--- config.mk ---
export PLATFORM = sky130hd
export DESIGN_NAME = param_alu_ctrl
export DESIGN_NICKNAME = d
export VERILOG_FILES = /design/src/rtl/alu_ctrl_pkg.sv /design/src/rtl/alu_exec_unit.sv /design/src/rtl/param_alu_ctrl.sv
export SDC_FILE = /design/constraint.sdc
export NUM_CORES = 1
export LEC_CHECK = 0
export BUFFER_PORTS_ARGS = -buffer_cell sky130_fd_sc_hd__buf_2
export CAP_MARGIN = 20
export CORE_ASPECT_RATIO = 0.6
export CORE_MARGIN = 10
export CORE_UTILIZATION = 40
export CTS_CLUSTER_SIZE = 8
export DETAILED_ROUTE_END_ITERATION = 6
export GPL_TIMING_DRIVEN = 0
export PLACE_DENSITY = 0.7
export SLEW_MARGIN = 15
export SYNTH_ARGS = -nofsm -noshare
export SYNTH_HDL_FRONTEND = slang
export SYNTH_SLANG_ARGS = --single-unit
--- constraint.sdc ---
create_clock -name clk -period 3.4 [get_ports clk]
set_input_delay 0.68 -clock clk [delete_from_list [all_inputs] [get_ports clk]]
set_output_delay 0.68 -clock clk [all_outputs]
set_load 0.02 [all_outputs]
--- src/rtl/alu_ctrl_pkg.sv ---
// Shared types and constants for the two-beat opcode ALU controller.
package alu_ctrl_pkg;

  typedef enum logic [2:0] {
    OP_ADD  = 3'd0,
    OP_SUB  = 3'd1,
    OP_PAR  = 3'd2,
    OP_COMP = 3'd3,
    OP_AND  = 3'd4,
    OP_OR   = 3'd5,
    OP_XOR  = 3'd6,
    OP_MUL  = 3'd7
  } op_t;

  typedef enum logic [1:0] {
    IDLE  = 2'd0,
    GET_B = 2'd1,
    EXEC  = 2'd2,
    DONE  = 2'd3
  } state_t;

  localparam logic ON  = 1'b1;
  localparam logic OFF = 1'b0;

endpackage

--- src/rtl/alu_exec_unit.sv ---
// Operand registers, single-cycle op mux and a DATA_WIDTH-step shift-add multiplier.
// exec_done is combinational: high in the last EXEC cycle so the FSM leaves EXEC on that edge.
module alu_exec_unit import alu_ctrl_pkg::*; #(
  parameter int DATA_WIDTH = 8
) (
  input  logic                  clk,
  input  logic                  reset,
  input  logic                  load_a,
  input  logic                  load_b,
  input  logic                  start,
  input  op_t                   op,
  input  logic [DATA_WIDTH-1:0] data,
  output logic                  exec_done,
  output logic [DATA_WIDTH-1:0] result,
  output logic                  overflow
);

  localparam int W  = DATA_WIDTH;
  localparam int CW = $clog2(DATA_WIDTH);

  logic [W-1:0]   a_q, b_q;
  op_t            op_q;
  logic [2*W-1:0] acc;
  logic [CW-1:0]  cnt;
  logic           mul_run;

  logic [W-1:0]   alu_res;
  logic           alu_ovf;
  logic [W:0]     sum;

  logic [CW-1:0]  idx;
  logic [2*W-1:0] acc_base, partial, next_acc;
  logic           mul_step, mul_last;

  always_comb begin
    alu_res = '0;
    alu_ovf = OFF;
    sum     = {1'b0, a_q} + {1'b0, b_q};
    case (op_q)
      OP_ADD:  begin alu_res = sum[W-1:0]; alu_ovf = sum[W]; end
      OP_SUB:  begin alu_res = a_q - b_q;  alu_ovf = (a_q < b_q); end
      OP_PAR:  alu_res[0] = ^{a_q, b_q};
      OP_COMP: alu_res[2:0] = {a_q < b_q, a_q > b_q, a_q == b_q};
      OP_AND:  alu_res = a_q & b_q;
      OP_OR:   alu_res = a_q | b_q;
      OP_XOR:  alu_res = a_q ^ b_q;
      default: alu_res = '0;
    endcase
  end

  // The start cycle performs step 0 from a clean accumulator, so no stale product leaks in.
  always_comb begin
    idx      = start ? '0 : cnt;
    acc_base = start ? '0 : acc;
    partial  = b_q[idx] ? ({{W{1'b0}}, a_q} << idx) : '0;
    next_acc = acc_base + partial;
    mul_step = mul_run || (start && op_q == OP_MUL);
    mul_last = mul_run && (cnt == CW'(W - 1));
    exec_done = (op_q == OP_MUL) ? mul_last : start;
  end

  always_ff @(posedge clk) begin
    if (reset) begin
      a_q      <= '0;
      b_q      <= '0;
      op_q     <= OP_ADD;
      acc      <= '0;
      cnt      <= '0;
      mul_run  <= OFF;
      result   <= '0;
      overflow <= OFF;
    end else begin
      if (load_a) begin
        a_q  <= data;
        op_q <= op;
      end
      if (load_b) b_q <= data;
      if (start && op_q != OP_MUL) begin
        result   <= alu_res;
        overflow <= alu_ovf;
      end
      if (mul_step) begin
        acc <= next_acc;
        if (mul_last) begin
          mul_run  <= OFF;
          result   <= next_acc[W-1:0];
          overflow <= |next_acc[2*W-1:W];
        end else begin
          mul_run <= ON;
          cnt     <= idx + CW'(1);
        end
      end
    end
  end

endmodule

--- src/rtl/param_alu_ctrl.sv ---
// Two-beat handshake ALU controller: FSM, exec unit instance and output gating.
// result/overflow are forced to zero except during the one-cycle done pulse.
module param_alu_ctrl import alu_ctrl_pkg::*; #(
  parameter int DATA_WIDTH   = 8,
  parameter int OPCODE_WIDTH = 3
) (
  input  logic                    clk,
  input  logic                    reset,
  input  logic                    opcode_valid,
  input  logic [OPCODE_WIDTH-1:0] opcode,
  input  logic [DATA_WIDTH-1:0]   data,
  output logic                    busy,
  output logic                    done,
  output logic [DATA_WIDTH-1:0]   result,
  output logic                    overflow,
  output logic                    error
);

  state_t                state;
  logic                  load_a, load_b, start, exec_done;
  logic [DATA_WIDTH-1:0] exec_result;
  logic                  exec_overflow;

  assign load_a = (state == IDLE)  && opcode_valid;
  assign load_b = (state == GET_B) && opcode_valid;

  always_ff @(posedge clk) begin
    if (reset) begin
      state <= IDLE;
      busy  <= OFF;
      done  <= OFF;
      error <= OFF;
      start <= OFF;
    end else begin
      done  <= OFF;
      error <= OFF;
      start <= OFF;
      case (state)
        IDLE: if (opcode_valid) begin
          state <= GET_B;
          busy  <= ON;
        end
        GET_B: if (opcode_valid) begin
          state <= EXEC;
          start <= ON;
        end else begin
          state <= IDLE;
          busy  <= OFF;
          error <= ON;
        end
        EXEC: if (exec_done) begin
          state <= DONE;
          done  <= ON;
        end
        DONE: begin
          state <= IDLE;
          busy  <= OFF;
        end
        default: begin
          state <= IDLE;
          busy  <= OFF;
        end
      endcase
    end
  end

  alu_exec_unit #(.DATA_WIDTH(DATA_WIDTH)) u_exec (
    .clk       (clk),
    .reset     (reset),
    .load_a    (load_a),
    .load_b    (load_b),
    .start     (start),
    .op        (op_t'(opcode)),
    .data      (data),
    .exec_done (exec_done),
    .result    (exec_result),
    .overflow  (exec_overflow)
  );

  assign result   = done ? exec_result : '0;
  assign overflow = done & exec_overflow;

endmodule

---- Word-level counts from Yosys, hierarchy flattened ----
Index checks and enable logic that the tools add are counted.
operators by class
  $add $sub $neg .......................... 4
  magnitude comparators ................... 3
  equality and inequality tests ........... 16
  shifts and indexed selects .............. 1
  multiplexer cells ....................... 28
  bitwise gates (word level) .............. 7
  reduce and logical (&&, ||, !) cells .... 16
operators with widths
  cell                  number
  $mux W16              2
  $mux W8               4
  $pmux W5 S5           1
  $add A16 B16 Y16      1
  $reduce_xor A16 Y1    1
  $shl A8 B3 Y16        1
  $eq A3 B3 Y1 const B  5
  $pmux W2 S6           1
  $mux W1               11
  $add A8 B8 Y9         1
  $and A8 B8 Y8         1
  $eq A8 B8 Y1          1
  $gt A8 B8 Y1          1
  $lt A8 B8 Y1          1
  $or A8 B8 Y8          1
  $pmux W2 S4           1
  $reduce_or A8 Y1      1
  $sub A8 B8 Y8         1
  $xor A8 B8 Y8         1
  $pmux W1 S7           1
  $eq A3 B2 Y1 const B  2
  $mux W2               3
  $ne A2 B2 Y1 const B  3
  $logic_and A1 B1 Y1   5
  other kinds (19)      24
storage, ports and cells
  register bits after elaboration ......... 54
  input port bits ......................... 14
  output and inout bits ................... 12
  word-level logic and storage cells ...... 88

---- Logic depth before layout (Yosys ltp) ----
  word-level depth ........................ 8
  depth in mapped cells ................... 17
  gate-level depth less buffers ........... 15

---- Modules after synthesis ----
From an unflattened synthesis, not the netlist that was laid out.
second synthesis, totals
  cell total of the unflattened synthesis .. 593
  area total of the unflattened synthesis .. 4,576.9 um2
by module, submodules not included
  module          times used  cells an instance  area an instance (um2)  sequential area each (um2)
  alu_exec_unit   1           564                4,309.1                 960.9
  param_alu_ctrl  1           29                 267.8                   120.1

---- Worst setup path after synthesis ----
No wires, ideal clock.
  path type ............................... reg-to-reg
  start point ............................. reg start
  end point ............................... reg u_exec.overflow
  library setup time ...................... 0.136 ns
  arrival ................................. 3.336 ns
  required time ........................... 3.264 ns
  path slack .............................. -0.072 ns
  cell stages (with the launch flop) ...... 16
  buffers on the path ..................... 2
  clock period less this slack ............ 3.472 ns
  cells stage by stage .................... dfxtp_1 -> clkbuf_1 -> nand2b_1 -> clkbuf_1 -> o22ai_1 -> a222oi_1 -> a211oi_1 -> ha_1 -> and3_1 -> nand3_1 -> o21ai_1 -> o41a_1 -> a221oi_2 -> xnor2_1 -> nor2b_4 -> a41oi_2
on the way
  word-level cells in the longest chain between the ends .. 8
  elaborated cells on any way between the ends .. 14
  those cells by class .................... add/sub (1); shift (1); mux (8); reduce/logical (4)
RTL lines
  item                           line                  source
  start: declaration             param_alu_ctrl.sv:20  logic load_a, load_b, start, exec_done;
  start signal: assignment       param_alu_ctrl.sv:33  start <= OFF;
  start signal: assignment       param_alu_ctrl.sv:37  start <= OFF;
  start signal: assignment       param_alu_ctrl.sv:45  start <= ON;
  $mux W3                        alu_exec_unit.sv:53   idx = start ? '0 : cnt;
  $bmux W1 S3                    alu_exec_unit.sv:55   partial = b_q[idx] ? ({{W{1'b0}}, a_q} << idx) : '0;
  $mux W1 (not written as such)  alu_exec_unit.sv:55
  $mux W16                       alu_exec_unit.sv:55
  $add A16 B16 Y16               alu_exec_unit.sv:56   next_acc = acc_base + partial;
  $reduce_or A8 Y1               alu_exec_unit.sv:87   overflow <= |next_acc[2*W-1:W];
  $mux W1                        alu_exec_unit.sv:84   if (mul_last) begin
  $mux W1 *                      alu_exec_unit.sv:82   if (mul_step) begin
  end signal: assignment         alu_exec_unit.sv:80   overflow <= alu_ovf;
  end signal: assignment         alu_exec_unit.sv:87
  end: declaration               alu_exec_unit.sv:15   output logic overflow
Every way passes the cells marked *; elsewhere a longest branch is shown, timed or not. The select of a mux whose other input is x is not followed.
A chain may end at the register's enable or synchronous reset.

---- Worst setup path in the final report ----
Same ends and word-level chain as after synthesis.

==> impl_metrics.env <==
export IMPL_dp_cells=742
export IMPL_fp_dieH_um=102
export IMPL_slew_headroom_pct=35.1
export IMPL_clk_pin_slew_ps=80
export IMPL_hold_viol_final=0
export IMPL_grt_ovfl_total=0
export IMPL_clock_sinks=54
export IMPL_p_leak_nw=2.20
export IMPL_cp_top_family="compound AO/OA/AOI/OAI gates"
export IMPL_grt_pass1_vias=4097
export IMPL_wire_per_inst_um=18.7
export IMPL_synth_nets=635
export IMPL_fin_skew_ps=6.57
export IMPL_antenna_found_initial=0
export IMPL_netlist_instances=579
export IMPL_cts_buffer_depth=2
export IMPL_slowest_delay_ps=450
export IMPL_yosys_top_cells_area="dfxtp_1 (24%), ha_1 (11%), mux2i_1 (7.0%), a21oi_1 (6.5%), xnor2_1 (5.9%)"
export IMPL_instances_no_fill=775
export IMPL_place_hpwl_um=10800
export IMPL_seq_area_frac_synth_pct=24.4
export IMPL_timing_critical_path_buf_inv=2
export IMPL_min_period_over_period_pct=103
export IMPL_dieArea_um2=15800
export IMPL_synthTopCellsByCount="nor2_1 (68), nand2_1 (60), a21oi_1 (58)"
export IMPL_htree_levels=2
export IMPL_timing_setup_tns_ps=-155
export IMPL_endpoint_kind="register"
export IMPL_post_synth_top_count_cell="nor2_1"
export IMPL_start_kind="register"
export IMPL_grtUsageTotal_pct=17.6
export IMPL_crit_path_cell_trace="buf_8, nand2b_2, a21oi_1, o21ai_2, and2_4, a211oi_2, ha_1, buf_6, a21oi_4, o21ai_2, o41a_1, a221oi_2, xnor2_1, nor2b_4, a41oi_2"
export IMPL_clk_latency_ps=310
export IMPL_root_buffer="clkbuf_16"
export IMPL_maxCapViolCount=0
export IMPL_gp_congestion=0.937
export IMPL_vias_per_cell=5.83
export IMPL_finalSetupViolCount=2
export IMPL_final_net_count=691
export IMPL_synth_edf_count=0
export IMPL_diodes=0
export IMPL_wirelength_um=14500
export IMPL_fill_cells=1004
export IMPL_async_flop_share_pct=0
export IMPL_vias=4520
export IMPL_drt_iter0_markers=467
export IMPL_synth_top_area_share_pct=24.4
export IMPL_status="finished with violations"
export IMPL_cp_arrival_ps=3690
export IMPL_finalMaxSlewViolations=0
export IMPL_pre_cts_slack_ps=-709
export IMPL_clock_fmax_mhz=285
export IMPL_p_total_mw=1.55
export IMPL_yosysUniqueCellTypes=58
export IMPL_rsz0062_at_grt="true"
export IMPL_post_route_drc_count=0
export IMPL_ios=26
export IMPL_path_max_fanout=7
export IMPL_path_class="register to register"
export IMPL_num_rows=29
export IMPL_syn_cell_area_um2=4430
export IMPL_die_w_um=156
export IMPL_drtAntennaViolNets=0
export IMPL_yosys_area_top_type="dfxtp_1"
export IMPL_period_needed_ps=3510
export IMPL_worst_slew_pin_slew_ps=974
export IMPL_slowest_stage="o41a_1"
export IMPL_min_path_type="register to register"
export IMPL_powerDensity_nw_per_um2=290
export IMPL_cp_required_ps=3580
export IMPL_fp_coreArea_um2=10700
export IMPL_grt_max_degree=17
export IMPL_ys_ff_latch=54
export IMPL_syn_to_final_growth_pct=21.1
export IMPL_yosys_warnings=0
export IMPL_port_buffers=24
export IMPL_grt_pass1_wl_um=22200
export IMPL_crit_top_cell="o21ai_2"
export IMPL_violations="setup timing"
export IMPL_ys_flop_type="dfxtp_1"
export IMPL_syn_area_per_cell_um2=7.65
export IMPL_dr_pass1_iters=5
export IMPL_initial_utilization_pct=41.4
export IMPL_numCtsBuffers=5
export IMPL_hold_buffers=0
export IMPL_drive_gt1_share_pct=18.7
export IMPL_vdd_drop_max_mv=0.203
export IMPL_setup_slack_ps=-113
export IMPL_tritoncts="yes"
[cell type report]
type / instances / area, um^2 / area share, %
Multi-Input combinational cell: 461 / 3330 / 62.1
Sequential cell: 54 / 1090 / 20.4
Clock inverter: 2 / 12.5 / 0.233
Timing Repair Buffer: 50 / 319 / 5.95
Tap cell: 139 / 174 / 3.24
Inverter: 32 / 124 / 2.31
Buffer: 31 / 174 / 3.24
Clock buffer: 6 / 139 / 2.59
[what timing repair did]
item | CTS | global route
gates resized for setup | 43 | 33
endpoints found under the setup margin | 11 | 5
pin swaps | 18 | 24
buffers inserted | 14 | 12
[logic make-up after synthesis]
group | Yosys count | share of synthesized area, %
mux | 34 | 8.53
fa+ha+maj | 43 | 12.6
compound gates | 150 | 21.6
flops | 54 | 24.4
buf+inv | 64 | 5.42
simple gates | 200 | 20.8
xor+xnor | 34 | 6.72
[cells in the final DEF, fill, tap and decap left out, types with 10 or more instances in the layout]
master / n
a21o_1: 10
nand2_1: 60
mux2i_1: 31
dfxtp_1: 49
buf_2: 24
o21ai_0: 20
nor2_1: 63
clkbuf_1: 22
nor3_1: 13
buf_4: 25
inv_1: 30
xnor2_1: 28
ha_1: 35
a21oi_1: 50
nor2b_1: 18
[power by group]
| group | switching [mW] | leakage [nW] | total, mW | internal [mW] |
|---|---|---|---|---|
| combinational | 0.189 | 1.68 | 0.315 | 0.126 |
| sequential | 0.0289 | 0.441 | 0.676 | 0.647 |
| clock | 0.268 | 0.0729 | 0.562 | 0.293 |
[per-stage QoR]
step | hold slack [ps] | instance area [um^2] | utilization, %
global placement | 435 | 4730 | 44.2
CTS | 450 | 5130 | 48.0
floorplan | 427 | 4430 | -
finish | 449 | 5370 | 50.1
detailed placement | 439 | 4730 | 44.2
global route | 458 | 5370 | 50.1
[final timing paths]
check                                   from                    endpoint  slack (ps)  cells after the start
setup / recovery            start$_SDFF_PP0_  u_exec.overflow$_SDFF_PP0_        -110                     15
hold / removal    u_exec.acc[8]$_SDFFE_PP0N_  u_exec.acc[8]$_SDFFE_PP0N_         450                      2
setup reg to reg            start$_SDFF_PP0_  u_exec.overflow$_SDFF_PP0_        -110                     15
hold reg to reg   u_exec.acc[8]$_SDFFE_PP0N_  u_exec.acc[8]$_SDFFE_PP0N_         450                      2
[worst reg2reg max path: cells and delay by family (launching register included)]
kind,cells,cell delay (ps)
fa+ha+maj,1,300
compound gates,8,1630
flops,1,360
xor+xnor,1,170
buf+inv,2,270
simple gates,3,640
[layer usage]
| layer | vias to the layer above | global-route usage, % | part of all wire (%) |
|---|---|---|---|
| met4 | 0 | 4.12 | 1.3 |
| met5 | - | 0 | 0 |
| met1 | 2163 | 26.3 | 49 |
| li1 | 2123 | - | - |
| met2 | 213 | 23.8 | 39 |
| met3 | 21 | 5.21 | 11 |
[registers in the layout, summed over array words and instances (netlist names), 3 cells and up, named ones only]
register	cells
u_exec.a_q	8
u_exec.acc	16
u_exec.b_q	8
u_exec.cnt	3
u_exec.op_q	3
u_exec.result	8
Power figures use the tool's default switching activity.
